$ cat config.mk
export PLATFORM = sky130hd
export DESIGN_NAME = mips_seq_alu
export DESIGN_NICKNAME = d
export VERILOG_FILES = /design/src/rtl/mips_seq_alu.sv
export SDC_FILE = /design/constraint.sdc
export NUM_CORES = 1
export LEC_CHECK = 0
export CAP_MARGIN = 20
export CORE_MARGIN = 4
export CORE_UTILIZATION = 23
export DETAILED_ROUTE_END_ITERATION = 12
export MAX_ROUTING_LAYER = met4
export PLACE_DENSITY_LB_ADDON = 0.12
export SYNTH_ARGS = -nofsm -noshare
export SYNTH_HDL_FRONTEND = slang
export SYNTH_SLANG_ARGS = --single-unit
$ cat constraint.sdc
create_clock -name clock -period 13.5 [get_ports clock]
set_input_delay 2.025 -clock clock [delete_from_list [all_inputs] [get_ports clock]]
set_output_delay 2.025 -clock clock [all_outputs]
set_load 0.005 [all_outputs]
$ cat src/rtl/mips_seq_alu.sv
// Registered MIPS ALU with iterative unsigned multiply and divide.
//
// The single-cycle ops use the classic ALUctl encodings and finish one edge after the start is
// accepted. MULU and DIVU run WIDTH iterations with busy high, then write {HI,LO} and ALUOut.
//
// Ports:
//   clock, reset        rising-edge clock, asynchronous active-high reset
//   start               request, sampled only while busy is low
//   ALUctl, A, B        operation and operands, latched when a start is accepted
//   ALUOut, Zero        registered result and (ALUOut == 0)
//   HI, LO              mul upper/lower product half, div remainder/quotient
//   busy, done          multi-cycle op in progress / one-cycle result-valid pulse
//   div0                most recent accepted DIVU had B == 0
module mips_seq_alu #(
  parameter int unsigned WIDTH = 32
) (
  input  logic             clock,
  input  logic             reset,
  input  logic             start,
  input  logic [3:0]       ALUctl,
  input  logic [WIDTH-1:0] A,
  input  logic [WIDTH-1:0] B,
  output logic [WIDTH-1:0] ALUOut,
  output logic             Zero,
  output logic [WIDTH-1:0] HI,
  output logic [WIDTH-1:0] LO,
  output logic             busy,
  output logic             done,
  output logic             div0
);

  localparam int unsigned CNT_W = $clog2(WIDTH) + 1;

  typedef enum logic [1:0] {StIdle, StCalc, StDone} state_e;

  state_e             state_q, state_d;
  logic               is_div_q;
  logic [WIDTH-1:0]   opnd_q;    // multiplicand (MULU) or divisor (DIVU)
  logic [WIDTH-1:0]   hi_acc_q;  // partial product high half / partial remainder
  logic [WIDTH-1:0]   lo_acc_q;  // multiplier being shifted out / quotient being shifted in
  logic [CNT_W-1:0]   cnt_q;

  logic               accept, is_mul_op, is_div_op, is_long_op, last_step;
  logic [WIDTH-1:0]   alu_res;
  logic [WIDTH:0]     mul_sum;
  logic [WIDTH:0]     div_shift;
  logic               div_ge;
  logic [WIDTH-1:0]   div_diff;
  logic [WIDTH-1:0]   step_hi, step_lo;

  assign accept     = start && (state_q != StCalc);
  assign is_mul_op  = (ALUctl == 4'b1000);
  assign is_div_op  = (ALUctl == 4'b1001);
  assign is_long_op = is_mul_op || is_div_op;
  assign last_step  = (cnt_q == CNT_W'(1));
  assign busy       = (state_q == StCalc);
  assign done       = (state_q == StDone);

  always_comb begin
    alu_res = '0;
    case (ALUctl)
      4'b0000: alu_res = A & B;
      4'b0001: alu_res = A | B;
      4'b0010: alu_res = A + B;
      4'b0110: alu_res = A - B;
      4'b0111: alu_res = ($signed(A) < $signed(B)) ? WIDTH'(1) : '0;
      4'b1100: alu_res = ~(A | B);
      default: alu_res = '0;
    endcase
  end

  // Shift-add multiply: add the multiplicand when the multiplier LSB is set, then shift the
  // whole {carry, hi, lo} right by one.
  assign mul_sum = {1'b0, hi_acc_q} + (lo_acc_q[0] ? {1'b0, opnd_q} : '0);

  // Restoring divide: shift the next dividend bit into the remainder and subtract if it fits.
  // With a zero divisor every step "fits", which leaves quotient = all ones and remainder = A.
  assign div_shift = {hi_acc_q, lo_acc_q[WIDTH-1]};
  assign div_ge    = (div_shift >= {1'b0, opnd_q});
  assign div_diff  = div_shift[WIDTH-1:0] - opnd_q;

  always_comb begin
    step_hi = '0;
    step_lo = '0;
    if (is_div_q) begin
      step_hi = div_ge ? div_diff : div_shift[WIDTH-1:0];
      step_lo = {lo_acc_q[WIDTH-2:0], div_ge};
    end else begin
      step_hi = mul_sum[WIDTH:1];
      step_lo = {mul_sum[0], lo_acc_q[WIDTH-1:1]};
    end
  end

  always_comb begin
    state_d = state_q;
    unique case (state_q)
      StIdle, StDone: begin
        if (start) state_d = is_long_op ? StCalc : StDone;
        else       state_d = StIdle;
      end
      StCalc:  if (last_step) state_d = StDone;
      default: state_d = StIdle;
    endcase
  end

  always_ff @(posedge clock or posedge reset) begin
    if (reset) begin
      state_q  <= StIdle;
      is_div_q <= 1'b0;
      opnd_q   <= '0;
      hi_acc_q <= '0;
      lo_acc_q <= '0;
      cnt_q    <= '0;
      ALUOut   <= '0;
      Zero     <= 1'b1;
      HI       <= '0;
      LO       <= '0;
      div0     <= 1'b0;
    end else begin
      state_q <= state_d;
      if (accept) begin
        if (is_long_op) begin
          is_div_q <= is_div_op;
          opnd_q   <= is_div_op ? B : A;
          lo_acc_q <= is_div_op ? A : B;
          hi_acc_q <= '0;
          cnt_q    <= CNT_W'(WIDTH);
          if (is_div_op) div0 <= (B == '0);
        end else begin
          ALUOut <= alu_res;
          Zero   <= (alu_res == '0);
        end
      end else if (state_q == StCalc) begin
        hi_acc_q <= step_hi;
        lo_acc_q <= step_lo;
        cnt_q    <= cnt_q - CNT_W'(1);
        if (last_step) begin
          HI     <= step_hi;
          LO     <= step_lo;
          ALUOut <= step_lo;
          Zero   <= (step_lo == '0);
        end
      end
    end
  end

endmodule

=== After elaboration in Yosys (flattened, before gate mapping) ===
Index checks and enable logic that the tools add are counted.

* Flip-flop bits (word level): 203
* Memories: 0
* Input port bits: 71
* Word-level logic and storage cells: 80
* Output and inout bits: 100
* ROM bits: 0
* Bits in latches: 0
* Bits in writable memories: 0

* Multipliers: 0
* Shifts and indexed selects: 0
* Equality and inequality tests: 14
* Bitwise operators: 4
* Reductions and logical operators: 15
* Magnitude comparators: 2
* Add/subtract/negate cells: 5
* Muxes and demuxes: 29
* Divide/modulo/power cells: 0

{| class="wikitable"
|+ Operators by type and width
! cell !! count
|-
| two-way mux 32 bit || 16
|-
| case mux 32 bit (6 select lines) || 1
|-
| zero test 32 bit || 3
|-
| subtractor 32 bit || 2
|-
| adder 32 x 32 -> 33 bit || 1
|-
| >= comparator 33 x 32 -> 1 bit || 1
|-
| adder 32 bit || 1
|-
| AND 32 bit || 1
|-
| < comparator 32 bit || 1
|-
| inverter 32 bit || 1
|-
| OR 32 bit || 1
|-
| two-way mux 6 bit || 3
|-
| equality test 4 bit, second input constant || 3
|-
| AND reduction 3 bit || 3
|-
| equality test 4 x 3 -> 1 bit, second input constant || 2
|-
| equality test 6 x 1 -> 1 bit, second input constant || 1
|-
| two-way mux 2 bit || 3
|-
| != test 2 x 1 -> 1 bit, second input constant || 3
|-
| subtractor 6 x 1 -> 6 bit, second input constant || 1
|-
| two-way mux 1 bit || 5
|-
| equality test 4 x 1 -> 1 bit, second input constant || 1
|-
| equality test 4 x 2 -> 1 bit, second input constant || 1
|-
| zero test 4 bit || 1
|-
| case mux 2 bit (2 select lines) || 1
|-
| other kinds (10) || 12
|}

=== Longest topological paths before layout ===
* Depth after elaboration: 7
* Depth in mapped cells: 15
* Depth with buffers taken out: 15

=== Worst setup path after synthesis ===
Ideal clock, no wire load.

* Kind: input to register
* Start: input A[0]
* End: register Zero
* Cell stages on the path: 14
* Buffers on the path: 0
* Setup slack: 7994 ps
* Arrival time: 5420 ps
* Cells stage by stage: inv_1 > ha_1 > fa_1 > nor2_1 > o311ai_1 > a211oi_1 > o31ai_4 > and3_1 > or3_1 > a32oi_2 > nand4_1 > or4_1 > or4b_1 > o31ai_2

* Cells in the longest elaborated chain, start to end: 6

{| class="wikitable"
|+ Ends and longest elaborated chain
! element !! line !! text
|-
| start, declared || 21 || <nowiki>input logic [WIDTH-1:0] A,</nowiki>
|-
| < comparator 32 bit or OR 32 bit (tied branches) || 66, 63, 67 ||
|-
| two-way mux 1 bit or inverter 32 bit (tied branches) || 66, 67 ||
|-
| case mux 32 bit (6 select lines) * || 61 || <nowiki>case (ALUctl)</nowiki>
|-
| zero test 32 bit * || 131 || <nowiki>Zero <= (alu_res == '0);</nowiki>
|-
| two-way mux 1 bit * || 122 || <nowiki>if (is_long_op) begin</nowiki>
|-
| two-way mux 1 bit * || 121 || <nowiki>if (accept) begin</nowiki>
|-
| end signal, assigned || 131 ||
|-
| end signal, assigned || 141 || <nowiki>Zero <= (step_lo == '0);</nowiki>
|-
| end, declared || 24 || <nowiki>output logic Zero,</nowiki>
|}

Mark *: on every way between the ends. The rest lies on a longest branch, timed or not. The select of a mux whose other input is x is not followed.
A chain may end at the register's enable or synchronous reset.

=== Worst setup path in the final report ===
* Start: input B[0]
* End: register Zero

* Cells in the longest elaborated chain, start to end: 6

{| class="wikitable"
|+ Ends and longest elaborated chain
! element !! line !! text
|-
| start, declared || 22 || <nowiki>input logic [WIDTH-1:0] B,</nowiki>
|-
| < comparator 32 bit or OR 32 bit (tied branches) || 66, 63, 67 ||
|-
| two-way mux 1 bit or inverter 32 bit (tied branches) || 66, 67 ||
|-
| case mux 32 bit (6 select lines) * || 61 ||
|-
| zero test 32 bit * || 131 ||
|-
| two-way mux 1 bit * || 122 ||
|-
| two-way mux 1 bit * || 121 ||
|}

Marked as above.

==> results.cfg <==
[drt]
ant_nets = 0
dr.pass1.iters = 5
post_drt_via_cell_ratio = 5.22
drc = 0
drt-initial-drc-count = 1698
wire_per_inst_um = 24.9
route.final.wire_length_um = 92000
vias = 19300

[setup_path]
cp-start-kind = primary input
worstSetupEndpointType = register
worst_path_arrival_ns = 6.93
critPathRequiredTime_ns = 13.97
timing.setup.critical_path_class = primary input to register
critPathMaxFanout = 6

[clock_network]
tritoncts.num_buffers = 26
clock_tree.htree_level_count = 1
cts_hold_repair.buffers = 0
cts_tree = yes
clock_insertion_delay_worst_skew_ns = 0.56
cts_root_buf = clkbuf_16
max_root_sink_buffers = 3
cts_resized = 0
path_clk_slew_ns = 0.07
clock-sinks = 203
postCtsSetupRepairBufs = 0

[final_layout]
ff_latch_area_um2 = 5080
layout.filler_cells = 9208
num_antenna_cells = 0
drive_gt1_share_pct = 7.34
multi_input_logic_area_um2 = 13200
final_common_cell = nand2_1
syn_to_final_growth_pct = 19.0
final_non_filler_cell_total = 3695
final_cell_mix = 313 x nand2_1, 201 x dfrtp_1, 186 x o21ai_0, 183 x nor2_1, 174 x ha_1
count_of_nets_after_finishing = 2794

[yosys]
yosys-top-cells-area = dfrtp_1 26%, ha_1 11%, nand2_1 6.1%
synth.avg_cell_area_um2 = 7.92
synthesis.yosys.warnings = 0
synthCells = 2456
post_synthesis_sequential_area_ratio_pct = 26.1
netlist.area_leader.share_pct = 26.0
ys_async_sr_fraction_pct = 100
ys_types = 104
synth_top_area_cell = dfrtp_1
ys.flop_type = dfrtp_1
synth-edff-count = 0
ys_ff_latch = 203
synth.cell_area_um2 = 19500
syn_nets = 2705

[timing]
max_slew.worst_pin.slew_ns = 1.02
finalHoldViolations = 0
layout_worst_path_cycle_share_pct = 47.9
worst_clock_skew_ns = 0.0195
setup_total_negative_slack_ns = 0
slew_violations = 0
maxClockFrequency_mhz = 155
max-slew-margin-rel_pct = 31.2
setup_ws_ns = 7.03
timing.final.setup_violations = 0
holdWs_ns = 0.469
rsz0062_at_grt = false
min_period_ns = 6.47

[placed_design]
placedCellCount = 3649
gp_congestion = 0.953
dp_hpwl_um = 71400
dpl_worst_slack_ns = 6.50
portBuffers = 170

[floorplan]
placeableCoreArea_um2 = 83800
floorplan.io_pins = 171
die_x_um = 299
floorplan_die_height_um = 299
num_rows = 106
die-area_um2 = 89300
start_util_pct = 23.2

[power]
maximum_vdd_drop_mv = 0.0990
leakage_nw = 10.3
power_density_nw_per_um2 = 167

[global_route]
grt_use_total_pct = 20.5
number_of_global_route_vias_before_repair = 19300
grt-ovfl-total = 0
antenna_violations_before_repair = 1
grt_max_degree = 92
grt_pass1_wl_um = 135000

[run]
maxCapViolCount = 0

[status]
run_status = finished, final reports clean

[min_path]
worst_hold_path_type = register to register
[synth_stat cells (27+ instances only)]
cell      number
nand2_1      314
dfrtp_1      202
o21ai_0      186
nor2_1       185
ha_1         174
a21oi_1      165
inv_1        148
clkbuf_1     101
a21o_1        75
mux2i_1       67
nand3_1       59
mux2_2        48
nor3_1        47
and2_1        37
nor4_1        36
xnor2_1       34
a22oi_1       32
a211oi_1      28
o22ai_1       27
[critical path: stages]
cell             delay (ns)
clkdlybuf4s50_1        0.61
ha_1                   0.24
inv_1                  0.08
fa_1                   0.42
and2b_4                0.30
o221ai_2               0.15
a211oi_2               0.42
a21o_1                 0.33
o21ai_0                0.24
a32o_1                 0.33
a211oi_2               0.40
o221ai_1               0.19
or4_1                  0.43
or4b_1                 0.55
o31ai_2                0.19
[stage by stage]
stage	power (W)	instance area [um2]	util, %
2_1_floorplan	0.00233	19500	-
3_3_place_gp	0.00312	22200	26.5
5_1_grt	0.00416	23200	27.6
4_1_cts	0.00389	23100	27.6
6_report	0.00386	23200	27.6
3_5_place_dp	0.00313	22300	26.5
[power breakdown]
part	internal (W)	total, W	switching [W]
combinational	0.000872	0.00218	0.00130
sequential	0.000772	0.000949	0.000176
clock	0.000437	0.000732	0.000295
[cell type report]
class | count | share of cell area (%)
inverters | 150 | 2.46
flip-flops and latches | 203 | 22.0
clock inverters | 11 | 0.686
repair buffers | 207 | 8.54
well taps | 1134 | 6.13
clock buffers | 33 | 3.14
multi-input cells | 1957 | 57.1
[registers in the layout, indices dropped and copies added, names as in the netlist]
| signal | cells |
|---|---|
| lo_acc_q | 32 |
| opnd_q | 32 |
| div0 | 1 |
| hi_acc_q | 32 |
| HI | 32 |
| cnt_q | 6 |
| LO | 32 |
| is_div_q | 1 |
| ALUOut | 32 |
| state_q | 2 |
| Zero | 1 |
[final timing paths]
check	from	to	slack [ns]	cells past startpoint
setup / recovery	B[0]	Zero	7.03	15
hold / removal	LO[3]	LO[3]	0.47	2
setup reg to reg	state_q[0]	Zero	8.49	13
hold reg to reg	LO[3]	LO[3]	0.47	2
max in group asynchronous	reset	HI[23]	10.20	3
min in group asynchronous	reset	ALUOut[5]	1.93	2
[cells by family after synthesis]
logic type | count (synthesis) | share of synthesized area (%)
AOI/OAI and AO/OA | 786 | 27.3
xor gates and xnor gates | 59 | 2.66
adders and majority gates | 178 | 11.6
buffers and inverters | 296 | 6.29
DFF | 203 | 26.1
muxes | 115 | 6.22
and+or+nand+nor | 819 | 19.9
[routing by layer]
layer	share of wire [%]	GRT usage, %
met2	45	32.4
met4	4.6	8.15
met5	0	-
met1	45	26.8
met3	5.2	2.59
(Power assumes the default switching activity.)
